### config.mk
export PLATFORM = sky130hd
export DESIGN_NAME = sat_counter
export DESIGN_NICKNAME = d
export VERILOG_FILES = /design/src/rtl/sat_counter.sv
export SDC_FILE = /design/constraint.sdc
export NUM_CORES = 1
export LEC_CHECK = 0
export CAP_MARGIN = 20
export CORE_MARGIN = 10
export CORE_UTILIZATION = 34
export CTS_CLUSTER_DIAMETER = 80
export DETAILED_ROUTE_END_ITERATION = 10
export DONT_BUFFER_PORTS = 1
export PLACE_DENSITY = 0.52
export REMOVE_ABC_BUFFERS = 1
export SYNTH_ARGS = -nofsm -noshare
export SYNTH_HDL_FRONTEND = slang
export SYNTH_SLANG_ARGS = --single-unit
### constraint.sdc
create_clock -name clk -period 3.4 [get_ports clk]
set_input_delay 0.34 -clock clk [delete_from_list [all_inputs] [get_ports clk]]
set_output_delay 0.34 -clock clk [all_outputs]
set_load 0.01 [all_outputs]
### src/rtl/sat_counter.sv
// Saturating up-counter with a synchronous clear that takes priority over increment.
module sat_counter #(
  parameter int unsigned WIDTH = 8
) (
  input  logic             clk,
  input  logic             rst_n,
  input  logic             inc,
  input  logic             clr,
  output logic [WIDTH-1:0] count
);

  logic [WIDTH-1:0] count_q, count_d;

  always_comb begin
    count_d = count_q;
    if (clr) begin
      count_d = '0;
    end else if (inc && (count_q != '1)) begin
      count_d = count_q + WIDTH'(1);
    end
  end

  always_ff @(posedge clk or negedge rst_n) begin
    if (!rst_n) begin
      count_q <= '0;
    end else begin
      count_q <= count_d;
    end
  end

  assign count = count_q;

endmodule

==> key figures <==
Clock network
  – # hold bufs at CTS: 1
  – Number of gates resized after CTS: 0
  – Clock buffer count from CTS: 3
  – Clock Pin Slew Worst Setup and Hold Paths: 0.05 ns
  – Clk_lat worst skew: 0.25 ns
  – H-tree levels: 1
  – Setup Fix Bufs, Post-CTS: 0
  – CTS tree: built
  – Sink Count: 8
  – CTS Root Cell: clkbuf_4
  – Longest Clk Path Bufs: 2

Setup path
  – Worst path depth: 4
  – Critical path capture point type: register
  – CP top delay family: flip-flops
  – Crit path capture: count[0]$_DFFE_PN0P_
  – CP bufs+invs: 0
  – RR Startpoint: count[0]$_DFFE_PN0P_
  – Worst Setup Start Kind: register
  – Critical path peak fanout: 7
  – Worst reg-to-reg path cell count: 4
  – CP Data Arrival Time: 1.89 ns
  – Crit-path slowest cell: dfrtp_1
  – Worst Path Required: 3.54 ns
  – WS Path Type: register to register
  – Reg2Reg Setup Slack: 1.64 ns
  – Max incr delay on CP: 0.46 ns
  – Critical-path cell list: ha_1, and4_2, a21boi_1, mux2_2
  – Reg-to-reg critical path endpoint: count[0]$_DFFE_PN0P_
  – Critical path origin: count[0]$_DFFE_PN0P_

STA
  – Clock skew: 0.000652 ns
  – Post-route clock period utilization: 0.517
  – TNS Setup: 0 ns
  – Worst-Margin Slew: 0.446 ns
  – Slew margin rel.: 0.695
  – RSZ-0062 raised after global routing: false
  – Post-layout min period: 1.76 ns
  – Max-slew violations: 0
  – Hold Vio Cnt, Final: 0
  – Fmax: 569 MHz
  – Post-route setup slack: 1.64 ns
  – Final setup fails: 0

Floorplanning
  – Area of the core: 1300 um^2
  – Die Width: 57.0 um
  – Die H: 57.0 um
  – Standard-cell rows: 13
  – # IOs: 12
  – Initial Util: 0.357
  – Die area: 3240 um^2

Power and ir drop
  – Max VDD drop: 0.163 mV
  – Clock group share of total power: 0.390
  – Switching share of power: 0.227
  – Sw Pwr: 42.0 uW
  – Power per cell area: 366 nW/um^2
  – Internal power: 143 uW
  – Seq pwr share: 0.552
  – Lkg Pwr: 0.000203 uW
  – Combinational group share of total power: 0.058

Placed design
  – Detailed Place HPWL: 811 um
  – Placer congestion estimate: 0.755
  – Pre-CTS setup slack: 1.65 ns
  – IO buf count: 0
  – Dpl cell area: 474 um^2
  – Inst Count DP: 62

Layout
  – Max FFs per register: 8
  – Share of layout cells above drive strength 1: 0.137
  – Post-layout nets: 58
  – Ant diodes: 0
  – Post-route cell area: 507 um^2
  – Final Util: 0.389
  – Cell Count, Final, Fillers Out: 66
  – Layout area overhead: 9.16%

Route
  – Detailed Route WL: 1110 um
  – Pre-antenna DRT Iters: 2
  – DRT antenna net count: 0
  – Drt drc: 0
  – Vias: 376
  – Initial drt markers: 8
  – Post-DR wirelength/cell: 16.7 um
  – DR vias/cell: 5.70

Synth
  – Yosys top cell area share: 0.431
  – Synth Register Bits: 8
  – Seq/Total Area, Yosys: 0.431
  – Synth Cell Area: 464 um^2
  – Post-synth cell types: 28
  – Mean Syn Cell Area: 9.47 um^2
  – Post-synth top area cell: dfrtp_1
  – Top cells by area, synth: dfrtp_1 (43%), mux2_2 (4.9%), nor3_1 (4.3%)
  – Synth warn: 0
  – Dominant synthesized flop cell: dfrtp_1
  – Post-synth EDFFs: 0
  – Asr flop ratio synth: 1.00
  – Post-Syn Instances: 49

GRT
  – Number of global-route vias before repair: 349
  – First-pass GRT wire length: 1850 um
  – Largest net degree at the start of global routing: 12
  – Grt ovf: 0
  – Total track usage: 0.0729
  – Initial antenna violation count: 0

Status
  – Outcome: finished, final reports clean

Hold path
  – Hold Startpoint: clr
  – Worst min-delay path class: primary input to register

Job
  – Number of max-cap violations: 0
-- cells by family (layout without fill, tap and decap cells) --
group                    after synthesis  after routing  share of synthesized area
buffers and inverters                  4              6                     0.0350
flip-flops                             8              8                      0.431
multiplexers                           3              3                     0.0701
adder cells (fa/ha/maj)                1              1                     0.0269
AND/OR/NAND/NOR                       24             24                      0.310
AO/OA/AOI/OAI                          9              9                      0.127
-- routing by layer --
metal | vias up | GRT usage | wire length [um]
met2 | 8 | 0.0977 | 503
met1 | 180 | 0.0844 | 490
met5 | - | 0 | 0
li1 | 188 | - | -
met3 | 0 | 0.0420 | 111
met4 | 0 | 0.0503 | 0
-- synthesized netlist by cell type, drive strengths merged (2+ instances only) --
cell type  n
nor2b      3
a21oi      3
mux2       2
inv        2
and4       2
nand2b     3
nand2      2
nor2       2
nand3      3
nor3       4
dfrtp      8
-- how the worst min path moves through the flow --
stage / depth (start not counted) / to
6_report: 1 / count[7]$_DFFE_PN0P_
5_1_grt: 1 / count[7]$_DFFE_PN0P_
4_1_cts: 1 / count[7]$_DFFE_PN0P_
3_5_place_dp: 0 / count[7]$_DFFE_PN0P_
3_3_place_gp: 0 / count[7]$_DFFE_PN0P_
2_1_floorplan: 0 / count[0]$_DFFE_PN0P_
-- power groups by stage --
stage / clock network [uW] / registers (uW) / logic (uW)
final: 72.3 / 102 / 10.7
after CTS: 77.5 / 103 / 11.0
after global placement: 0 / 104 / 7.82
after global routing: 83.5 / 103 / 12.3
after detailed placement: 0 / 104 / 8.10
after floorplan: 0 / 103 / 7.05
-- through the flow --
| step | hold slack, ns | power, uW |
|---|---|---|
| finish | 0.151 | 185 |
| global route | 0.126 | 199 |
| CTS | 0.138 | 191 |
| detailed placement | 0.0447 | 112 |
| global placement | 0.0447 | 112 |
| floorplan | 0.0444 | 110 |
-- cells in the final DEF (no fill, tap or decap), types with 2 or more instances in the layout --
cell type	Yosys	routed
nor2_1	2	2
a21oi_1	3	3
inv_1	2	2
dfrtp_1	8	8
nor2b_1	3	3
nor3_1	4	4
nand2b_1	3	3
mux2_2	2	2
clkbuf_4	0	3
nand2_1	2	2
nand3_1	2	2
-- cell type report --
cell class,instances,area (um^2)
repair buffers,1,10.0
multi-input cells,37,248
well taps,15,18.8
inverters,2,7.51
flip-flops and latches,8,200
clock buffers,3,22.5
fillers,138,795
No activity file was read; power rests on OpenSTA's default activity.
